$ cat src/rtl/multicycle_control_unit.sv
// Main control FSM and ALU/immediate decoder for the riscv32i multicycle core.
// Latency: 3-5 cycles per instruction (beq 3, sw/R/I/jal 4, lw 5); outputs are Moore except PCWrite in S_BEQ.
// Backpressure: none; the datapath follows the sequence unconditionally. Optional macro CTRL_BNE_EN adds bne.

package mcu_pkg;

  typedef enum logic {
    ADR_PC     = 1'b0,
    ADR_RESULT = 1'b1
  } AdrSrc_t;

  typedef enum logic [1:0] {
    ALU_PC     = 2'd0,
    ALU_OLD_PC = 2'd1,
    ALU_RD1    = 2'd2
  } ALUSrcA_t;

  typedef enum logic [1:0] {
    ALU_RD2    = 2'd0,
    ALU_EXTEND = 2'd1,
    ALU_PLUS_4 = 2'd2
  } ALUsource_t;

  typedef enum logic [1:0] {
    RESULT_FROM_ALU = 2'd0,
    RESULT_FROM_MEM = 2'd1,
    RESULT_FROM_PC4 = 2'd2
  } ResultSource_t;

  typedef enum logic [2:0] {
    ALU_ADD = 3'd0,
    ALU_SUB = 3'd1,
    ALU_SLT = 3'd2,
    ALU_OR  = 3'd3,
    ALU_AND = 3'd4
  } ALUop_t;

  typedef enum logic [1:0] {
    IMM_I = 2'd0,
    IMM_S = 2'd1,
    IMM_B = 2'd2,
    IMM_J = 2'd3
  } IMM_t;

  typedef enum logic [3:0] {
    S_FETCH    = 4'd0,
    S_DECODE   = 4'd1,
    S_MEMADR   = 4'd2,
    S_MEMREAD  = 4'd3,
    S_MEMWB    = 4'd4,
    S_MEMWRITE = 4'd5,
    S_EXEC_R   = 4'd6,
    S_EXEC_I   = 4'd7,
    S_ALUWB    = 4'd8,
    S_BEQ      = 4'd9,
    S_JAL      = 4'd10
  } state_t;

  localparam logic [6:0] OPC_LW   = 7'b0000011;
  localparam logic [6:0] OPC_SW   = 7'b0100011;
  localparam logic [6:0] OPC_R    = 7'b0110011;
  localparam logic [6:0] OPC_I    = 7'b0010011;
  localparam logic [6:0] OPC_BR   = 7'b1100011;
  localparam logic [6:0] OPC_JAL  = 7'b1101111;

endpackage

module multicycle_control_unit
  import mcu_pkg::*;
#(
  parameter state_t RESET_STATE = S_FETCH
) (
  input  logic       clk,
  input  logic       rst,
  input  logic [6:0] opcode,
  input  logic [2:0] funct3,
  input  logic [6:0] funct7,
  input  logic       zero,
  output logic       RegWrite,
  output logic       IRWrite,
  output logic       PCWrite,
  output logic       MemWrite,
  output logic       AdrSrc,
  output logic [1:0] ALUSrcA,
  output logic [1:0] ALUSrc,
  output logic [1:0] ResultSrc,
  output logic [2:0] ALUControl,
  output logic [1:0] ImmSrc,
  output logic       illegal
);

  // Coarse ALU request from the FSM; OP_FUNCT defers to the funct3/funct7 decoder.
  typedef enum logic [1:0] {
    OP_ADD   = 2'd0,
    OP_SUB   = 2'd1,
    OP_FUNCT = 2'd2
  } alu_req_t;

  state_t        state;
  state_t        state_nxt;
  alu_req_t      alu_req;
  ALUop_t        alu_control;
  IMM_t          imm_src;
  AdrSrc_t       adr_src;
  ALUSrcA_t      alu_src_a;
  ALUsource_t    alu_src;
  ResultSource_t result_src;
  logic          reg_write;
  logic          ir_write;
  logic          pc_write;
  logic          mem_write;
  logic          illegal_op;
  logic          branch_taken;

  // Only funct7[5] distinguishes sub from add; the rest of funct7 is don't-care here.
  logic unused_funct7;
  assign unused_funct7 = ^{funct7[6], funct7[4:0]};

  // State register; reset abandons any in-flight instruction and restarts at fetch.
  always_ff @(posedge clk or negedge rst) begin
    if (!rst) begin
      state <= RESET_STATE;
    end else begin
      state <= state_nxt;
    end
  end

  // Branch resolution from the live zero flag; only beq (and bne when enabled) can redirect the PC.
  always_comb begin
    branch_taken = 1'b0;
    case (funct3)
      3'b000:  branch_taken = zero;
`ifdef CTRL_BNE_EN
      3'b001:  branch_taken = ~zero;
`else
      3'b001:  branch_taken = 1'b0;
`endif
      default: branch_taken = 1'b0;
    endcase
  end

  // Next-state and Moore control decode; any unused encoding falls back to fetch.
  always_comb begin
    state_nxt  = S_FETCH;
    reg_write  = 1'b0;
    ir_write   = 1'b0;
    pc_write   = 1'b0;
    mem_write  = 1'b0;
    illegal_op = 1'b0;
    adr_src    = ADR_PC;
    alu_src_a  = ALU_RD1;
    alu_src    = ALU_RD2;
    result_src = RESULT_FROM_ALU;
    alu_req    = OP_ADD;

    case (state)
      S_FETCH: begin
        // PC+4 goes straight back into the PC while the instruction is latched.
        adr_src    = ADR_PC;
        ir_write   = 1'b1;
        alu_src_a  = ALU_PC;
        alu_src    = ALU_PLUS_4;
        alu_req    = OP_ADD;
        result_src = RESULT_FROM_PC4;
        pc_write   = 1'b1;
        state_nxt  = S_DECODE;
      end

      S_DECODE: begin
        // Compute OldPC+imm speculatively so ALUOut holds the branch/jump target.
        alu_src_a = ALU_OLD_PC;
        alu_src   = ALU_EXTEND;
        alu_req   = OP_ADD;
        case (opcode)
          OPC_LW, OPC_SW: state_nxt = S_MEMADR;
          OPC_R:          state_nxt = S_EXEC_R;
          OPC_I:          state_nxt = S_EXEC_I;
          OPC_BR:         state_nxt = S_BEQ;
          OPC_JAL:        state_nxt = S_JAL;
          default: begin
            state_nxt  = S_FETCH;
            illegal_op = 1'b1;
          end
        endcase
      end

      S_MEMADR: begin
        alu_src_a = ALU_RD1;
        alu_src   = ALU_EXTEND;
        alu_req   = OP_ADD;
        state_nxt = (opcode == OPC_SW) ? S_MEMWRITE : S_MEMREAD;
      end

      S_MEMREAD: begin
        adr_src    = ADR_RESULT;
        result_src = RESULT_FROM_ALU;
        state_nxt  = S_MEMWB;
      end

      S_MEMWB: begin
        result_src = RESULT_FROM_MEM;
        reg_write  = 1'b1;
        state_nxt  = S_FETCH;
      end

      S_MEMWRITE: begin
        adr_src    = ADR_RESULT;
        result_src = RESULT_FROM_ALU;
        mem_write  = 1'b1;
        state_nxt  = S_FETCH;
      end

      S_EXEC_R: begin
        alu_src_a = ALU_RD1;
        alu_src   = ALU_RD2;
        alu_req   = OP_FUNCT;
        state_nxt = S_ALUWB;
      end

      S_EXEC_I: begin
        alu_src_a = ALU_RD1;
        alu_src   = ALU_EXTEND;
        alu_req   = OP_FUNCT;
        state_nxt = S_ALUWB;
      end

      S_ALUWB: begin
        result_src = RESULT_FROM_ALU;
        reg_write  = 1'b1;
        state_nxt  = S_FETCH;
      end

      S_BEQ: begin
        // The compare runs this cycle while ResultSrc routes the decode-time target to the PC.
        alu_src_a  = ALU_RD1;
        alu_src    = ALU_RD2;
        alu_req    = OP_SUB;
        result_src = RESULT_FROM_ALU;
        pc_write   = branch_taken;
        state_nxt  = S_FETCH;
      end

      S_JAL: begin
        // Jump to the decode-time target while the ALU forms OldPC+4 for the link write.
        alu_src_a  = ALU_OLD_PC;
        alu_src    = ALU_PLUS_4;
        alu_req    = OP_ADD;
        result_src = RESULT_FROM_ALU;
        pc_write   = 1'b1;
        state_nxt  = S_ALUWB;
      end

      default: begin
        state_nxt = S_FETCH;
      end
    endcase
  end

  // ALU operation decode; addi never subtracts regardless of funct7.
  always_comb begin
    alu_control = ALU_ADD;
    case (alu_req)
      OP_SUB: alu_control = ALU_SUB;
      OP_FUNCT: begin
        case (funct3)
          3'b000:  alu_control = ((opcode == OPC_R) && funct7[5]) ? ALU_SUB : ALU_ADD;
          3'b010:  alu_control = ALU_SLT;
          3'b110:  alu_control = ALU_OR;
          3'b111:  alu_control = ALU_AND;
          default: alu_control = ALU_ADD;
        endcase
      end
      default: alu_control = ALU_ADD;
    endcase
  end

  // Immediate format follows the opcode in every state so the extender is always primed.
  always_comb begin
    imm_src = IMM_I;
    case (opcode)
      OPC_LW, OPC_I: imm_src = IMM_I;
      OPC_SW:        imm_src = IMM_S;
      OPC_BR:        imm_src = IMM_B;
      OPC_JAL:       imm_src = IMM_J;
      default:       imm_src = IMM_I;
    endcase
  end

  // Enables are squashed combinationally while reset is held so a store cannot linger.
  assign RegWrite   = reg_write  & rst;
  assign IRWrite    = ir_write   & rst;
  assign PCWrite    = pc_write   & rst;
  assign MemWrite   = mem_write  & rst;
  assign illegal    = illegal_op & rst;
  assign AdrSrc     = adr_src;
  assign ALUSrcA    = alu_src_a;
  assign ALUSrc     = alu_src;
  assign ResultSrc  = result_src;
  assign ALUControl = alu_control;
  assign ImmSrc     = imm_src;

endmodule

$ cat config.mk
export PLATFORM = sky130hd
export DESIGN_NAME = multicycle_control_unit
export DESIGN_NICKNAME = d
export VERILOG_FILES = /design/src/rtl/multicycle_control_unit.sv
export SDC_FILE = /design/constraint.sdc
export NUM_CORES = 1
export LEC_CHECK = 0
export CORE_ASPECT_RATIO = 0.9
export CORE_MARGIN = 4
export CORE_UTILIZATION = 38
export DETAILED_ROUTE_END_ITERATION = 7
export PLACE_DENSITY = 0.81
export REMOVE_ABC_BUFFERS = 1
export SYNTH_ARGS = -nofsm -noshare
export SYNTH_HDL_FRONTEND = slang
export SYNTH_SLANG_ARGS = --single-unit
$ cat constraint.sdc
create_clock -name clk -period 3.55 [get_ports clk]
set_clock_uncertainty 0.15 [all_clocks]
set_input_delay 0.71 -clock clk [delete_from_list [all_inputs] [get_ports clk]]
set_output_delay 0.71 -clock clk [all_outputs]
set_load 0.005 [all_outputs]
Word level (Yosys, flattened, before mapping):

Cells that the tools add are included.

* eq/ne operators: 21
* multiplexer cells: 19
* bitwise gates (word level): 5
* reductions and logical operators: 12

Operators with widths (count)
* case mux 4 bit (5 select lines): 2
* == test 4 x 3 -> 1 bit, second input constant: 4
* case mux 2 bit (2 select lines): 4
* == test 7 x 6 -> 1 bit, second input constant: 2
* == test 7 bit, second input constant: 2
* == test 4 bit, second input constant: 3
* case mux 3 bit (4 select lines): 1
* OR reduction 2 bit: 6
* == test 4 x 2 -> 1 bit, second input constant: 2
* 2-to-1 mux 1 bit: 8
* == test 7 x 2 -> 1 bit, second input constant: 1
* == test 7 x 5 -> 1 bit, second input constant: 1
* == test 3 bit, second input constant: 2
* case mux 2 bit (3 select lines): 1
* case mux 3 bit (2 select lines): 1
* OR reduction 3 bit: 2
* OR reduction 6 bit: 1
* bitwise AND 1 bit: 5
* == test 4 x 1 -> 1 bit, second input constant: 1
* logical NOT 4 bit: 1
* == test 3 x 2 -> 1 bit, second input constant: 1
* logical NOT 3 bit: 1
* 2-to-1 mux 3 bit: 1
* == test 2 x 1 -> 1 bit, second input constant: 1
* 3 further kinds: 3

* bits in registers: 4
* input bits: 20
* word-level logic and storage cells: 58

Longest topological paths before layout:

Gate-level depths: netlist (run 1).

* word-level depth: 5
* depth in mapped cells: 7

Worst setup path after synthesis (run 1):

No wires, ideal clock.

* path type: register to output
* start: reg state[2]
* end: out ALUControl[0]
* arrival time: 1380 ps
* data required time: 2690 ps
* path slack: 1310 ps
* cell stages (with the launch flop): 8
* buffers on the path: 1
* cells stage by stage: dfrtp_1 > buf_4 > nand2b_1 > nor2_1 > ha_1 > nor4b_1 > nand4_1 > a21oi_1

* longest elaborated chain between the ends: 5

Ends and longest elaborated chain
* start, declared: line 99 `state_t state;`
* start signal, assigned: line 124 `state <= state_nxt;`
* == test 4 x 3 -> 1 bit: line 156 `case (state)`
* OR reduction 2 bit (no line)
* case mux 2 bit (2 select lines) (*): line 156
* == test 2 bit or == test 2 x 1 -> 1 bit (tied branches): line 262 `case (alu_req)`
* case mux 3 bit (2 select lines) (*): line 262
* end, declared: line 87 `output logic [2:0] ALUControl,`

Mark *: on every way between the ends. The rest lies on a longest branch, timed or not.

Final worst setup path (run 1):

* start: in opcode[4]
* end: out illegal

* longest elaborated chain between the ends: 5

Ends and longest elaborated chain
* start, declared: line 75 `input logic [6:0] opcode,`
* == test 7 x 6 -> 1 bit, or another cell as far along: line 174 `case (opcode)`
* OR reduction 6 bit (no line) (*)
* 2-to-1 mux 1 bit (*): line 174
* 2-to-1 mux 1 bit (*): line 156
* bitwise AND 1 bit (*): line 294 `assign illegal = illegal_op & rst;`
* end, declared: line 89 `output logic illegal`

Marks and branches as above.

==> results of run 1 <==
synth_stat cells, types with 3 or more instances:
master,number,area (um^2)
a21oi_1,3,15.01
dfrtp_1,4,100.1
inv_1,3,11.26
inv_2,3,11.26
nand2_1,5,18.77
nand2b_1,3,18.77
nand3_1,4,20.02
nand4_1,3,18.77
nor2_1,7,26.28
nor3_1,4,20.02
per-stage QoR:
stage	hold slack, ns	util [%]	std cells
2_1_floorplan	0.2644	-	74
6_report	0.5164	63.87	124
3_5_place_dp	0.5078	61.88	121
5_1_grt	0.5672	63.87	124
4_1_cts	0.5152	63.44	124
3_3_place_gp	0.5092	61.88	121
cell families (layout without fill, tap and decap cells):
logic type                 after synthesis  after routing  synth area share, %
adders and majority gates                2              2                4.264
DFF                                      4              4                17.06
and+or+nand+nor                         42             42                45.21
xor gates and xnor gates                 4              4                5.971
buffers and inverters                   10             41                8.101
AOI/OAI and AO/OA                       16             16                19.40
area by class of cell:
class                   instances  area share [%]
multi-input cells              64           48.17
clock buffers                   3           2.436
repair buffers                 32           34.10
inverters                       6           2.436
flip-flops and latches          4           10.83
well taps                      15           2.030
worst reg2reg max path: stages, from the launching register on:
cell	delay, ns
dfrtp_1	0.47
nand2b_1	0.24
nor2_1	0.20
inv_2	0.06
o31ai_1	0.07
a21o_1	0.12
report_power, final:
group | total (mW) | leakage (nW) | internal, mW | switching (mW)
sequential | 0.0757 | 0.0534 | 0.0537 | 0.0219
clock | 0.0581 | 0.0138 | 0.0379 | 0.0202
combinational | 0.214 | 0.290 | 0.132 | 0.0816
total | 0.348 | 0.357 | 0.224 | 0.124
worst paths after layout:
kind | startpoint | end | depth (start not counted)
worst min-delay path | state[1] | state[2] | 2
worst max-delay path | opcode[4] | illegal | 5
min in group asynchronous | rst | state[2] | 2
max in group asynchronous | rst | state[3] | 2
worst max register to register | state[3] | state[3] | 5
worst min register to register | state[1] | state[2] | 2
metal layers:
layer / up-vias / global-route usage [%] / wire length, um
met1: 305 / 18.92 / 727
met3: 2 / 1.650 / 80
met4: 0 / 6.630 / 20
met5: - / 0 / 0
met2: 25 / 29.41 / 774
li1: 351 / - / -
==> results.toml, run 1 <==
[outcome]
status = "completed"

[clocking]
hold_buffers = 0
cts_tree = "done"
numCtsBuffers = 3
clk_latency_ns = 0.24
cts_resized = 0
htree_levels = 1
cts_buffer_depth = 2
clock_sinks = 4
clk_pin_slew_ns = 0.04
cts_root_buf = "clkbuf_4"
cts_setup_buffers = 0

[synthesis]
syn_inst = 78
async_reset_ff_share_pct = 100.0
synth-seq-cells = 4
synth-seq-area-share_pct = 17.06
synthFlopType = "dfrtp_1"
synth.yosys.warnings = 0
syn_area_um2 = 586.8
avgSynthCellArea_um2 = 7.523
synth_edf_count = 0
synth_cell_types = 38

[die]
dieArea_um2 = 2238
die_w_um = 49.42
core_um2 = 1448
top_level_ports = 37
initial_core_util_pct = 40.54
die_y_um = 45.28
rows = 13

[sta]
slew_viol_final = 0
min_period_ns = 3.397
finalCritPeriodShare_pct = 95.70
hold_viol_final = 0
finalSetupViolCount = 0
worst_pin_slew_ns = 0.3644
timing.fmax_mhz = 294.4
relSlewSlack_pct = 75.64
fin_ws_ns = 0.1528
rsz0062_at_grt = "false"
setup-tns-final_ns = 0

[routing]
ant_nets = 0
routed_wl_um = 1602
vias = 683
viasPerCell = 5.508
dr.pass1.iters = 4
wl_per_cell_um = 12.92
drt_iter0_markers = 17
drcViolationCount = 0

[grt]
antenna_found_initial = 0
grt_max_degree = 12
grt_pass1_vias = 655
grt_use_total_pct = 15.83
grt-ovfl-total = 0
grt_pass1_wl_um = 2787

[hold_path]
hold_path.class = "flip-flop to flip-flop"

[layout]
fill_cells = 133
diodes = 0
drive_gt1_share_pct = 13.76
areaGrowthSynthToFinish_pct = 57.57
ff_latch_area_um2 = 100.1
final_common_cell = "clkdlybuf4s50_1"
final_area_um2 = 924.6
regMostFlops = "state"
fin_nets = 133
mostFrequentLayoutCells = "clkdlybuf4s50_1 (30), nor2_1 (7), nand2_1 (5)"
reg_top3 = "state (4)"
multi_input_area_um2 = 445.4
largest_reg_flops = 4

[critical_path]
cpLargestDelayFamily = "buffers and inverters"
cp.arrival_ns = 2.54
slowest_delay_ns = 0.58
reg2reg_setup_slack_ns = 2.18
critPathRequiredTime_ns = 2.69
crit_buf_inv = 2
crit_chain = "clkdlybuf4s50_1, nand3b_1, nor3_2, a2111oi_1, clkdlybuf4s50_1"
cp_common_cell = "clkdlybuf4s50_1"
path_max_fanout = 5
crit_path_start_kind = "primary input"
critPathKind = "primary input to primary output"
slowest_stage = "clkdlybuf4s50_1"
end_kind = "primary output"

[power_and_ir_drop]
power.density_nw_per_um2 = 375.8
power.total_mw = 0.3475
ir_worst_vdd_uv = 238.4
cellLeakagePower_nw = 0.3567

[placed_design]
dpl.hpwl_um = 1319
place_ws_ns = 0.1167
gp_congestion = 0.8967
placed_area_um2 = 895.9
port_buffers = 30

[job]
drv_cap = 0
No activity file was read; power rests on OpenSTA's default activity.
==> inputs of run 2 (changes only) <==
- CORE_AREA: unset -> 4 4 41 43
- CORE_ASPECT_RATIO: 0.9 -> unset
- CORE_MARGIN: 4 -> unset
- CORE_UTILIZATION: 38 -> unset
- DIE_AREA: unset -> 0 0 45 47
- DONT_BUFFER_PORTS: unset -> 1
- PLACE_DENSITY: 0.81 -> 0.57
==> results.toml, run 2 (synthesis results as in run 1) <==
[outcome]
status = "completed"

[grt]
grt_pass1_wl_um = 2270
grt_pass1_vias = 552
antenna_found_initial = 0
grt-ovfl-total = 0
grt_max_degree = 14
grt_use_total_pct = 14.58

[critical_path]
cp.arrival_ns = 2.02
crit_start = "state[1]"
reg2reg_setup_slack_ns = 2.07
critPathRequiredTime_ns = 2.69
path_max_fanout = 13
end_kind = "primary output"
crit_path_start_kind = "flip-flop"
critPathKind = "flip-flop to primary output"
timing.rr.start = "state[1]"

[power_and_ir_drop]
ir_worst_vdd_uv = 271.3
cellLeakagePower_nw = 0.2349
power.density_nw_per_um2 = 413.3
power.total_mw = 0.2493
pwr-share-seq_pct = 31.8
internal_power_mw = 0.1418
p_sw_mw = 0.1074
power_frac_comb_pct = 44.3
p_sw_share_pct = 43.10
p_clk_share_pct = 23.9

[layout]
final_area_um2 = 603.1
final_core_util_pct = 46.35
final_common_cell = "nor2_1"
diodes = 0
fin_nets = 101
drive_gt1_share_pct = 15.58
largest_reg_flops = 4
reg_top3 = "state (4)"
mostFrequentLayoutCells = "nor2_1 (7), nand2_1 (5), nor3_1 (4), nand3_1 (4), dfrtp_1 (4)"
layoutNonFillerInstCount = 92
regMostFlops = "state"
areaGrowthSynthToFinish_pct = 2.772

[placed_design]
placed_area_um2 = 580.6
place_inst = 89
gp_congestion = 0.7392
port_buffers = 0
dpl.hpwl_um = 1131
place_ws_ns = 0.9298

[die]
rows = 13
core_um2 = 1301
dieArea_um2 = 2115
top_level_ports = 37
initial_core_util_pct = 45.10
die_y_um = 47
die_w_um = 45

[clocking]
cts_root_buf = "clkbuf_4"
htree_levels = 1
clk_latency_ns = 0.24
clk_pin_slew_ns = 0.04
cts_tree = "done"
cts_buffer_depth = 2
cts_resized = 0
cts_setup_buffers = 0
hold_buffers = 0
numCtsBuffers = 3
clock_sinks = 4

[sta]
worst_pin_slew_ns = 0.4936
min_period_ns = 2.877
whs_ns = 0.01317
slew_viol_final = 0
timing.fmax_mhz = 347.6
hold_viol_final = 0
finalCritPeriodShare_pct = 81.04
setup-tns-final_ns = 0
relSlewSlack_pct = 67.09
finalSetupViolCount = 0
fin_ws_ns = 0.6732
rsz0062_at_grt = "false"

[routing]
vias = 563
routed_wl_um = 1449
viasPerCell = 6.120
ant_nets = 0
dr.pass1.iters = 4
drt_iter0_markers = 11
drcViolationCount = 0
wl_per_cell_um = 15.75

[hold_path]
hold_path.class = "primary input to async pin"

[job]
drv_cap = 0
[run 2: changes by cell type in the layout (fill, tap and decap cells not counted)]
cell | previous run | this run
nor4b_2 | 1 | 0
nor4b_1 | 0 | 1
clkdlybuf4s50_1 | 30 | 0
buf_4 | 2 | 0
[run 2: area by class of cell]
cell class / instances / area [um^2]
clock buffers: 3 / 22.52
fillers: 143 / 698.2
inverters: 6 / 22.52
multi-input cells: 64 / 439.2
flip-flops and latches: 4 / 100.1
well taps: 15 / 18.77
[run 2: path summary, 6_finish.rpt]
kind / to / cells past startpoint
setup / recovery: ALUControl[0] / 6
hold / removal: state[1] / 0
setup reg to reg: state[3] / 5
hold reg to reg: state[2] / 2
max in group asynchronous: state[0] / 0
min in group clk: state[2] / 2
[run 2: metal layers]
metal	GRT usage (%)	part of all wire, %
met1	17.20	41
met2	24.86	50
met3	3.448	7.9
met4	7.018	0.90
met5	0	0
[run 2: critical path: stages (launching register included)]
cell and delay [ns]:
dfrtp_1 0.64, inv_1 0.17, nor2_1 0.20, ha_1 0.20, nor4b_1 0.24, nand4_1 0.13, a21oi_1 0.19
[run 2: power groups by stage]
stage	sequential, mW	clock [mW]	combinational [mW]
finish	0.0794	0.0596	0.110
global route	0.0820	0.0617	0.125
CTS	0.0792	0.0608	0.113
detailed placement	0.0798	0	0.113
global placement	0.0795	0	0.112
floorplan	0.0727	0	0.0962
==> inputs of run 3 (changes only) <==
- PLACE_DENSITY: 0.57 -> 0.59
- clock period: 3.55 -> 2.5 ns (I/O delays scaled with it)
==> results.toml, run 3 (synthesis results as in run 1) <==
[layout]
diodes = 0
drive_gt1_share_pct = 22.89
mostFrequentLayoutCells = "nor2_1 (6), nand2_1 (5), buf_4 (5)"
areaGrowthSynthToFinish_pct = 12.37
final_common_cell = "nor2_1"
reg_top3 = "state (4)"
multi_input_area_um2 = 447.9
fill_cells = 140
ff_latch_area_um2 = 100.1
regMostFlops = "state"
largest_reg_flops = 4
fin_nets = 107

[grt]
grt_pass1_wl_um = 2525
top_usage_layer = "met2"
grt_pass1_vias = 572
grtUsageMet1_pct = 20.64
antenna_found_initial = 0
grt-ovfl-total = 0
grt_max_degree = 11
grt_use_total_pct = 15.85
grtUsageMet3_pct = 6.897
use_met2_pct = 25.14

[critical_path]
cpLargestDelayFamily = "simple AND/OR/NAND/NOR gates"
slowest_delay_ns = 0.36
critPathRequiredTime_ns = 1.85
path_max_fanout = 4
crit_path_start_kind = "flip-flop"
end_kind = "primary output"
reg2reg_setup_slack_ns = 1.14
cp.depth = 6
cp.arrival_ns = 1.64
timing.rr.start = "state[3]"
crit_chain = "nand2b_1, nor2_2, ha_1, nor4b_2, nand4_1, a21oi_1"
slowest_stage = "dfrtp_1"
rr_endpoint = "state[1]"
crit_start = "state[3]"
reg2regPathDepth = 4
critPathKind = "flip-flop to primary output"
crit_buf_inv = 0
endpoint = "ALUControl[0]"

[die]
dieArea_um2 = 2115
rows = 13
top_level_ports = 37
die_w_um = 45
initial_core_util_pct = 45.10
core_um2 = 1301
die_y_um = 47

[clocking]
cts_tree = "done"
numCtsBuffers = 3
clk_latency_ns = 0.23
htree_levels = 1
cts_buffer_depth = 2
clk_pin_slew_ns = 0.04
clock_sinks = 4
cts_root_buf = "clkbuf_4"
cts_setup_buffers = 0

[power_and_ir_drop]
cellLeakagePower_nw = 0.2658
power.density_nw_per_um2 = 560.9
ir_worst_vdd_uv = 411.3
power.total_mw = 0.3699

[placed_design]
dpl.hpwl_um = 1227
gp_congestion = 0.7807
port_buffers = 0

[routing]
ant_nets = 0
dr.pass1.iters = 4
vias = 593
routed_wl_um = 1469
drcViolationCount = 0
viasPerCell = 6.051
wl_per_cell_um = 14.99
drt_iter0_markers = 14

[sta]
timing.fmax_mhz = 436.5
finalCritPeriodShare_pct = 91.63
whs_ns = 0.3338
worst_pin_slew_ns = 0.5254
min_period_ns = 2.291
setup-tns-final_ns = 0
finalSetupViolCount = 0
rsz0062_at_grt = "false"
hold_viol_final = 0
relSlewSlack_pct = 64.89
slew_viol_final = 0

[outcome]
status = "completed"

[job]
drv_cap = 0

[hold_path]
hold_path.class = "primary input to flip-flop"
[run 3: power by group]
part	switching, mW	leakage, nW	internal [mW]
clock	0.0213	0.0138	0.0533
sequential	0.00582	0.0534	0.0766
combinational	0.123	0.199	0.0895
total	0.150	0.266	0.219
[run 3: worst register-to-register path, cell delays in order, from the launching register on]
cell and delay (ns):
dfrtp_1 0.36, buf_4 0.16, or2_1 0.30, nor3_2 0.16, a32o_1 0.15
[run 3: area by class of cell]
class / count / area share [%]
Clock buffer: 3 / 3.416
Inverter: 6 / 3.416
Sequential cell: 4 / 15.18
Timing Repair Buffer: 6 / 7.211
Tap cell: 15 / 2.846
Multi-Input combinational cell: 64 / 67.93
[run 3: how the worst min path moves through the flow]
stage               startpoint  slack, ns        to  cells after the start
global route         opcode[4]       0.34  state[2]                      2
detailed placement         rst       0.05  state[2]                      0
global placement           rst       0.05  state[2]                      0
finish               opcode[4]       0.33  state[2]                      2
floorplan                  rst       0.05  state[0]                      0
CTS                  opcode[4]       0.33  state[2]                      2
[run 3: timing repair]
action	4_1_cts	5_1_grt
hold buffers	1	0
gates resized for setup	0	2
hold endpoints to repair	4	0
endpoints found under the setup margin	0	1
[run 3: per-stage QoR]
stage,area (um^2),util [%],setup WS (ns),std cells
finish,659.4,50.67,0.2092,98
global route,659.4,50.67,0.04024,98
CTS,650.6,50.00,0.04941,98
detailed placement,618.1,47.50,0.3059,94
global placement,618.1,47.50,0.3306,94
floorplan,561.8,-,0.3070,74
[run 3: per-layer routing]
| layer | wire, um | up-vias |
|---|---|---|
| met4 | 0 | 0 |
| met5 | 0 | - |
| li1 | - | 298 |
| met3 | 174 | 0 |
| met1 | 624 | 267 |
| met2 | 670 | 28 |
